$ cat src/rtl/seq_det_ctrl.sv
// seq_det_ctrl: parallel-word front end for a serial sequence detector.
// Each accepted W-bit word is shifted MSB-first onto det_bit, one bit per clock.
// The detector's hits are counted per word, and the count is returned over a
// valid/ready handshake.
// Optional feature macro: HIT_MASK_EN adds out_mask, which marks the word
// position of every hit.
module seq_det_ctrl #(
  parameter int W             = 8,
  parameter int DET_LAT       = 0,
  parameter int CLEAR_BETWEEN = 1,
  localparam int CW           = $clog2(W + 1),
  localparam int BW           = $clog2(W)
) (
  input  logic          clk,
  input  logic          rst,
  input  logic          in_valid,
  output logic          in_ready,
  input  logic [W-1:0]  in_data,
  output logic          det_bit,
  output logic          det_en,
  output logic          det_clr,
  input  logic          det_hit,
  output logic          out_valid,
  input  logic          out_ready,
  output logic [CW-1:0] out_count
`ifdef HIT_MASK_EN
  ,
  output logic [W-1:0]  out_mask
`endif
);

  typedef enum logic [2:0] {IDLE, CLR, SHIFT, DRAIN, DONE} state_t;

  state_t        state_q, state_d;
  logic [W-1:0]  shreg_q, shreg_d;
  logic [BW-1:0] bitcnt_q, bitcnt_d;
  logic [BW-1:0] bitidx_d1_q;
  logic          det_en_d1_q;
  logic [CW-1:0] count_q, count_d;
  logic          accept, hit_take;
  logic [BW-1:0] hit_idx;
`ifdef HIT_MASK_EN
  logic [W-1:0]  mask_q, mask_d;
`endif

  assign accept = (state_q == IDLE) && in_valid;

  // A Moore detector reports the previous bit's hit, so both the qualifier and
  // the bit position are taken one cycle late.
  assign hit_take = (DET_LAT == 0) ? (det_en & det_hit) : (det_en_d1_q & det_hit);
  assign hit_idx  = (DET_LAT == 0) ? bitcnt_q : bitidx_d1_q;

  // State register plus datapath flops
  always_ff @(posedge clk or posedge rst) begin
    if (rst) begin
      state_q     <= IDLE;
      shreg_q     <= '0;
      bitcnt_q    <= '0;
      bitidx_d1_q <= '0;
      det_en_d1_q <= 1'b0;
      count_q     <= '0;
`ifdef HIT_MASK_EN
      mask_q      <= '0;
`endif
    end else begin
      state_q     <= state_d;
      shreg_q     <= shreg_d;
      bitcnt_q    <= bitcnt_d;
      bitidx_d1_q <= bitcnt_q;
      det_en_d1_q <= det_en;
      count_q     <= count_d;
`ifdef HIT_MASK_EN
      mask_q      <= mask_d;
`endif
    end
  end

  // Next-state logic
  always_comb begin
    state_d = state_q;
    case (state_q)
      IDLE:    if (in_valid) state_d = (CLEAR_BETWEEN != 0) ? CLR : SHIFT;
      CLR:     state_d = SHIFT;
      SHIFT:   if (bitcnt_q == BW'(W - 1)) state_d = (DET_LAT != 0) ? DRAIN : DONE;
      DRAIN:   state_d = DONE;
      DONE:    if (out_ready) state_d = IDLE;
      default: state_d = IDLE;
    endcase
  end

  // FSM outputs; det_bit is forced low outside SHIFT
  always_comb begin
    in_ready  = (state_q == IDLE);
    det_clr   = (state_q == CLR);
    det_en    = (state_q == SHIFT);
    det_bit   = (state_q == SHIFT) & shreg_q[W-1];
    out_valid = (state_q == DONE);
  end

  // Shift register, bit counter, and hit accumulation
  always_comb begin
    shreg_d  = shreg_q;
    bitcnt_d = bitcnt_q;
    count_d  = count_q;
`ifdef HIT_MASK_EN
    mask_d   = mask_q;
`endif
    if (accept) begin
      shreg_d  = in_data;
      bitcnt_d = '0;
      count_d  = '0;
`ifdef HIT_MASK_EN
      mask_d   = '0;
`endif
    end else if (state_q == SHIFT) begin
      shreg_d  = {shreg_q[W-2:0], 1'b0};
      bitcnt_d = bitcnt_q + 1'b1;
    end
    // hit_take is only possible in SHIFT or DRAIN, so it never collides with accept
    if (hit_take) begin
      count_d = count_q + 1'b1;
`ifdef HIT_MASK_EN
      mask_d[W-1-int'(hit_idx)] = 1'b1;
`endif
    end
  end

  assign out_count = count_q;
`ifdef HIT_MASK_EN
  assign out_mask  = mask_q;
`endif

endmodule

$ cat config.mk
export PLATFORM = sky130hd
export DESIGN_NAME = seq_det_ctrl
export DESIGN_NICKNAME = d
export VERILOG_FILES = /design/src/rtl/seq_det_ctrl.sv
export SDC_FILE = /design/constraint.sdc
export NUM_CORES = 1
export LEC_CHECK = 0
export ABC_AREA = 1
export CAP_MARGIN = 20
export CORE_MARGIN = 4
export CORE_UTILIZATION = 48
export DETAILED_ROUTE_END_ITERATION = 12
export PLACE_DENSITY = 0.81
export SLEW_MARGIN = 15
export SYNTH_ARGS = -nofsm -noshare
export SYNTH_HDL_FRONTEND = slang
export SYNTH_SLANG_ARGS = --single-unit
$ cat constraint.sdc
create_clock -name clk -period 1.4 [get_ports clk]
set_input_delay 0.21 -clock clk [delete_from_list [all_inputs] [get_ports clk]]
set_output_delay 0.21 -clock clk [all_outputs]
set_load 0.02 [all_outputs]
==> impl_metrics.sql <==
INSERT INTO impl_metrics (metric_group, metric, value, unit) VALUES
('pwr', 'static-leakage-power', '0.752', 'nW'),
('critical_path', 'crit_path_cell_trace', 'buf_4 > nor2_4 > nand2_1 > inv_1 > buf_6', ''),
('clock_network', 'number_of_cts_inserted_buffers', '3', ''),
('floorplan', 'overall_die_area', '2730', 'um^2'),
('critical_path', 'cpMaxStageDelayCell', 'sky130_fd_sc_hd__dfrtp_1', ''),
('timing', 'fin_skew', '0.00302', 'ns'),
('synthesis', 'yosys.cell_count.top_type', 'sky130_fd_sc_hd__nand2_1', ''),
('floorplan', 'num_rows', '15', ''),
('synthesis', 'synth.area.top_cells', 'sky130_fd_sc_hd__dfrtp_1 (48%), sky130_fd_sc_hd__nand2_1 (23%), sky130_fd_sc_hd__inv_1 (6.8%), sky130_fd_sc_hd__nand3_1 (5.9%), sky130_fd_sc_hd__ha_1 (4.0%)', ''),
('global_route', 'wire_length_of_the_first_global_routing_pass', '3.24', 'mm'),
('timing', 'maxSlewViolCount', '0', ''),
('synthesis', 'syn_avg_cell_area', '7.47', 'um^2'),
('synthesis', 'synth.distinct_cells', '16', ''),
('placement', 'detailedPlacementHpwl', '1.52', 'mm'),
('synthesis', 'dominantRegCellSynth', 'sky130_fd_sc_hd__dfrtp_1', ''),
('synthesis', 'synth-compound-area-share', '0.0160', ''),
('critical_path', 'setup.worst_path.end_class', 'output port', ''),
('outcome', 'violated_checks', 'negative setup slack', ''),
('timing', 'setup_violations', '3', ''),
('detailed_routing', 'drc_errors', '0', ''),
('timing', 'final_hold_viol_count', '0', ''),
('synthesis', 'yosysSeqAreaShare', '0.479', ''),
('placement', 'numPlacedInstances', '181', ''),
('global_route', 'gr-usage-all-layers', '0.162', ''),
('synthesis', 'synthArstFlopShare', '1.00', ''),
('final_layout', 'layout.cells.non_filler', '186', ''),
('timing', 'setup_ws', '-0.0401', 'ns'),
('detailed_routing', 'via_count', '856', ''),
('synthesis', 'synthesized_area_fraction_occupied_by_xor_and_xnor_cells', '0.0186', ''),
('global_route', 'grt_max_degree', '19', ''),
('final_layout', 'finalNetCount', '179', ''),
('clock_network', 'cts_tree', 'done', ''),
('floorplan', 'core_area', '1780', 'um^2'),
('detailed_routing', 'drt-total-wl', '1.97', 'mm'),
('floorplan', 'initial_utilization', '0.528', ''),
('detailed_routing', 'via_per_inst', '4.60', ''),
('synthesis', 'synth_edf_count', '0', ''),
('timing', 'slew_headroom', '0.848', ''),
('critical_path', 'worst_path_largest_cell_delay', '0.40', 'ns'),
('synthesis', 'synth_top_family_by_area', 'simple AND/OR/NAND/NOR gates', ''),
('synthesis', 'post_synth_most_frequent_cells', 'sky130_fd_sc_hd__nand2_1 (58), sky130_fd_sc_hd__dfrtp_1 (18), sky130_fd_sc_hd__inv_1 (17), sky130_fd_sc_hd__nand3_1 (11), sky130_fd_sc_hd__inv_2 (4)', ''),
('detailed_routing', 'length_of_the_first_detailed_routing_pass_in_iterations', '2', ''),
('global_route', 'first_global_vias', '799', ''),
('critical_path', 'worst-r2r-cell-count', '7', ''),
('final_layout', 'drive_gt1_frac', '0.217', ''),
('timing', 'min_period_over_period', '1.03', ''),
('detailed_routing', 'routedWlPerCell', '10.6', 'um'),
('critical_path', 'r2r-end', 'out_count[3]', ''),
('timing', 'period_needed', '1.44', 'ns'),
('critical_path', 'crit_required', '1.19', 'ns'),
('timing', 'fin_setup_tns', '-0.0913', 'ns'),
('clock_network', 'clock-root-buffer', 'sky130_fd_sc_hd__clkbuf_4', ''),
('floorplan', 'fp.dieW', '52.3', 'um'),
('detailed_routing', 'ant_nets', '0', ''),
('clock_network', 'numClockSinks', '18', ''),
('outcome', 'run_status', 'finished, violations left', ''),
('final_layout', 'num_antenna_cells', '0', ''),
('synthesis', 'post_synth_fa_ha_maj_area_fraction', '0.0399', ''),
('synthesis', 'synthMuxAreaShare', '0', ''),
('synthesis', 'netlist.area_leader.share', '0.479', ''),
('floorplan', 'chipHeight', '52.3', 'um'),
('synthesis', 'mapped_cells', '126', ''),
('placement', 'port-buffer-count', '21', ''),
('critical_path', 'arrival', '1.23', 'ns'),
('run', 'maxCapViolCount', '0', ''),
('timing', 'rsz0062_at_grt', 'true', ''),
('synthesis', 'ys.warnings.count', '0', ''),
('critical_path', 'critical_path.startpoint_type', 'flop', ''),
('floorplan', 'floorplan.io_pins', '22', ''),
('global_route', 'antenna_found_initial', '0', ''),
('global_route', 'global_route.overflow_total', '0', '');
==> worst max-delay path by stage <==
stage	startpoint	endpoint	slack, ns	depth (start not counted)
floorplan	state_q[2]	det_bit	0.20	5
global placement	state_q[2]	det_bit	-0.15	6
detailed placement	state_q[2]	det_clr	-0.19	5
CTS	state_q[2]	det_clr	-0.06	5
global route	state_q[2]	det_bit	-0.12	6
finish	state_q[2]	in_ready	-0.04	5
==> repair_timing <==
item,4_1_cts,5_1_grt
setup buffers,1,1
pin swaps,0,1
gates resized for setup,28,20
setup endpoints to repair,9,19
==> power by group <==
group | internal, mW | switching (mW) | leakage [nW] | total, mW
Sequential | 0.723 | 0.135 | 0.228 | 0.859
Combinational | 0.595 | 0.746 | 0.511 | 1.34
Clock | 0.100 | 0.150 | 0.0138 | 0.251
==> worst max-delay path, delay by kind of cell (launching register included) <==
family | cells | cell delay [ns]
buf+inv | 3 | 0.36
simple gates | 2 | 0.18
flops | 1 | 0.40
==> registers in the layout, summed over array words and instances (netlist names) <==
| signal | flops |
|---|---|
| state_q | 3 |
| shreg_q | 8 |
| out_count | 4 |
| bitcnt_q | 3 |
==> routing by layer <==
| layer | GRT usage | part of all wire | vias to the layer above |
|---|---|---|---|
| met2 | 0.287 | 0.49 | 21 |
| met3 | 0.0484 | 0.069 | 5 |
| met5 | 0 | 0 | - |
| met1 | 0.181 | 0.42 | 381 |
| met4 | 0.0638 | 0.019 | 0 |
| li1 | - | - | 449 |
==> layout by cell type (no fill, tap or decap), drive strengths merged <==
cell type / count
clkdlybuf4s50: 12
nor2: 5
nand3: 12
ha: 3
nor3: 1
inv: 21
buf: 18
nand2: 58
o21ai: 3
dfrtp: 18
xnor2: 2
dlygate4sd2: 4
nand4: 1
clkbuf: 3
==> kinds of logic after synthesis <==
kind of cell | Yosys count
buffers and inverters | 23
adders and majority gates | 3
DFF | 18
xor gates and xnor gates | 2
AOI/OAI and AO/OA | 3
and+or+nand+nor | 77
==> area by class of cell <==
cell class / instances / area, um^2
tap: 25 / 31.3
sequential: 18 / 452
clock buffer: 3 / 22.5
fill: 148 / 458
inverter: 21 / 83.8
timing repair buffer: 34 / 310
multi-input combinational: 85 / 425
==> per-stage QoR <==
| step | util | hold WS [ns] | instance area [um^2] |
|---|---|---|---|
| 2_1_floorplan | - | 0.149 | 941 |
| 3_3_place_gp | 0.699 | 0.455 | 1250 |
| 3_5_place_dp | 0.699 | 0.463 | 1250 |
| 4_1_cts | 0.703 | 0.238 | 1250 |
| 5_1_grt | 0.743 | 0.271 | 1330 |
| 6_report | 0.743 | 0.239 | 1330 |
(Power assumes the default switching activity.)
==> edit: new RTL, same flow settings <==
Put one more register stage on the output `out_count`, with the module's reset. The value now appears one clock later. The other outputs are not delayed to match.
--- a/src/rtl/seq_det_ctrl.sv
+++ b/src/rtl/seq_det_ctrl.sv
@@ -125,7 +125,13 @@
     end
   end
 
-  assign out_count = count_q;
+  always_ff @(posedge clk or posedge rst) begin
+    if (rst) begin
+      out_count <= '0;
+    end else begin
+      out_count <= count_q;
+    end
+  end
 `ifdef HIT_MASK_EN
   assign out_mask  = mask_q;
 `endif
Check against the original RTL: not equivalent (a bounded check fails within 4 cycles, from zero or initial values and one cycle with rst high).
==> edit against the original RTL <==
Worst setup slack worse by 0.035 ns. Largest power group unchanged. Cell count up 2.2%. The flow still finishes with violations (negative setup slack). Final area up 9.5%. Synthesized area up 11%. Highest routed layer unchanged. Critical path type unchanged. Total power up 16%. Sequential cell count up 4. Routed wire length up 5.2%. Largest cell class unchanged.
==> edit: results (changes against the original RTL) <==
mux cell area share after synthesis 0 (unchanged); async set or reset register ratio after synthesis 1.000 (unchanged); vias in the first global route 828 (+3.6%); status finished with violations; Yosys cell types 18 (+2); worst setup margin -0.07499 ns (-0.03485 ns); Max VDD drop 1.193 mV (+16%); gpl congestion 0.7456 (-6.1%); Synth Area in Adders 0.03610 (-0.003793); Final Skew 0.009644 ns (+0.006628 ns); fillers 172 (+16%); most frequent cells after synthesis nand2_1, dfrtp_1, inv_1, nand3_1; sequential element share of the synthesized area 0.5295 (+0.05076); count of yosys warnings during synthesis 0 (unchanged); worst slew pin tran 0.2718 ns (+0.04367 ns); Critical R2R Launch state_q[1]; Worst-path clk slew 0.13 ns (+0.04 ns); Synth area leaders dfrtp_1, nand2_1, nand3_1, inv_1, ha_1; port bufs 21 (unchanged); post-DR vias/cell 4.695 (+2.0%); xor and xnor area share after synthesis 0.01685 (-0.001770); Routed wire per std cell 10.89 um (+3.0%); P_leak 0.8079 nW (+7.4%); biggest regs shreg_q: 8 flops, count_q: 4 flops, out_count: 4 flops; crit-path max FO 2 (-1); r2r endpoint shreg_q[7]; Synth Area in Compound Gates 0.01444 (-0.001517); fraction of layout cells with a size suffix above 1 0.2331 (+0.01574); CTS buffer count 3 (unchanged); DR iter-0 viols 10 (-1); initial antenna violation count 0 (unchanged); post-layout net count 180 (+0.56%); H-tree levels 1 (unchanged); Total GRT Usage 0.1607 (-0.001648); Mapped Nets 142 (unchanged); Hold Path Class primary input to asynchronous set/reset pin; pin count of the biggest net entering global routing 23 (+4); crit path DAT 1.26 ns (+0.03 ns); first drt pass iteration count 4 (+2); Worst R2R Setup Slack 0.06 ns (-0.04 ns); first-pass GRT wire length 3353 um (+3.6%); ys flop type dfrtp_1; HPWL Detailed 1495 um (-1.3%); violated checks negative setup slack; Skew-Pair Late Insertion Delay 0.31 ns (+0.02 ns); Setup-failing EPs final 4 (+1); CTS root buffer clkbuf_4
-- edit: metrics by stage --
stage               instances  area, um^2  TNS [ns]  setup WS, ns  hold WS (ns)
global route              190        1451   -0.5782       -0.1194        0.2318
finish                    190        1451   -0.1471      -0.07499        0.2039
floorplan                 126        1040         0        0.1714        0.1992
detailed placement        183        1344   -0.7258       -0.2122        0.4092
global placement          183        1344   -0.6323       -0.1594        0.4122
CTS                       188        1401  -0.09550      -0.04815        0.2170
-- edit: how the worst max path moves through the flow --
stage | startpoint | endpoint | slack, ns | depth (start not counted)
floorplan | state_q[2] | det_bit | 0.17 | 5
global placement | state_q[0] | det_clr | -0.16 | 3
detailed placement | state_q[0] | det_clr | -0.21 | 3
CTS | state_q[1] | det_bit | -0.05 | 5
global route | state_q[2] | det_clr | -0.12 | 3
finish | state_q[2] | det_clr | -0.07 | 3
-- edit: report_power, final --
part	switching (mW)	internal (mW)	total, mW
clock	0.198	0.290	0.488
combinational	0.731	0.607	1.34
sequential	0.160	0.867	1.03
-- edit: critical path, cell delays in order, from the launching register on --
cell and delay [ns]:
dfrtp_1 0.41, buf_4 0.15, nor3_2 0.21, buf_4 0.18
-- edit: layer usage --
layer / global-route usage / part of all wire / vias up
met1: 0.1853 / 0.41 / 406
met5: 0 / 0 / -
met4: 0.08714 / 0.020 / 0
li1: - / - / 455
met2: 0.2689 / 0.49 / 26
met3: 0.04360 / 0.080 / 5
-- edit: cells by family after synthesis --
group                      after synthesis
and+or+nand+nor                         74
xor gates and xnor gates                 2
buffers and inverters                   22
adders and majority gates                3
AOI/OAI and AO/OA                        3
DFF                                     22
-- edit: cell type report --
class / instances / area (um^2) / share of cell area
clock buffers: 3 / 22.52 / 0.01552
clock inverters: 1 / 30.03 / 0.02069
inverters: 20 / 77.57 / 0.05345
multi-input cells: 82 / 417.9 / 0.2879
flip-flops and latches: 22 / 553.0 / 0.3810
well taps: 27 / 33.78 / 0.02328
repair buffers: 35 / 316.6 / 0.2181
-- edit: timing repair --
action                                  4_1_cts  5_1_grt
buffers inserted                              1        2
endpoints found under the setup margin        9       19
hold buffers                                  0        0
resized for setup                            35       11
pin swaps                                     0        2
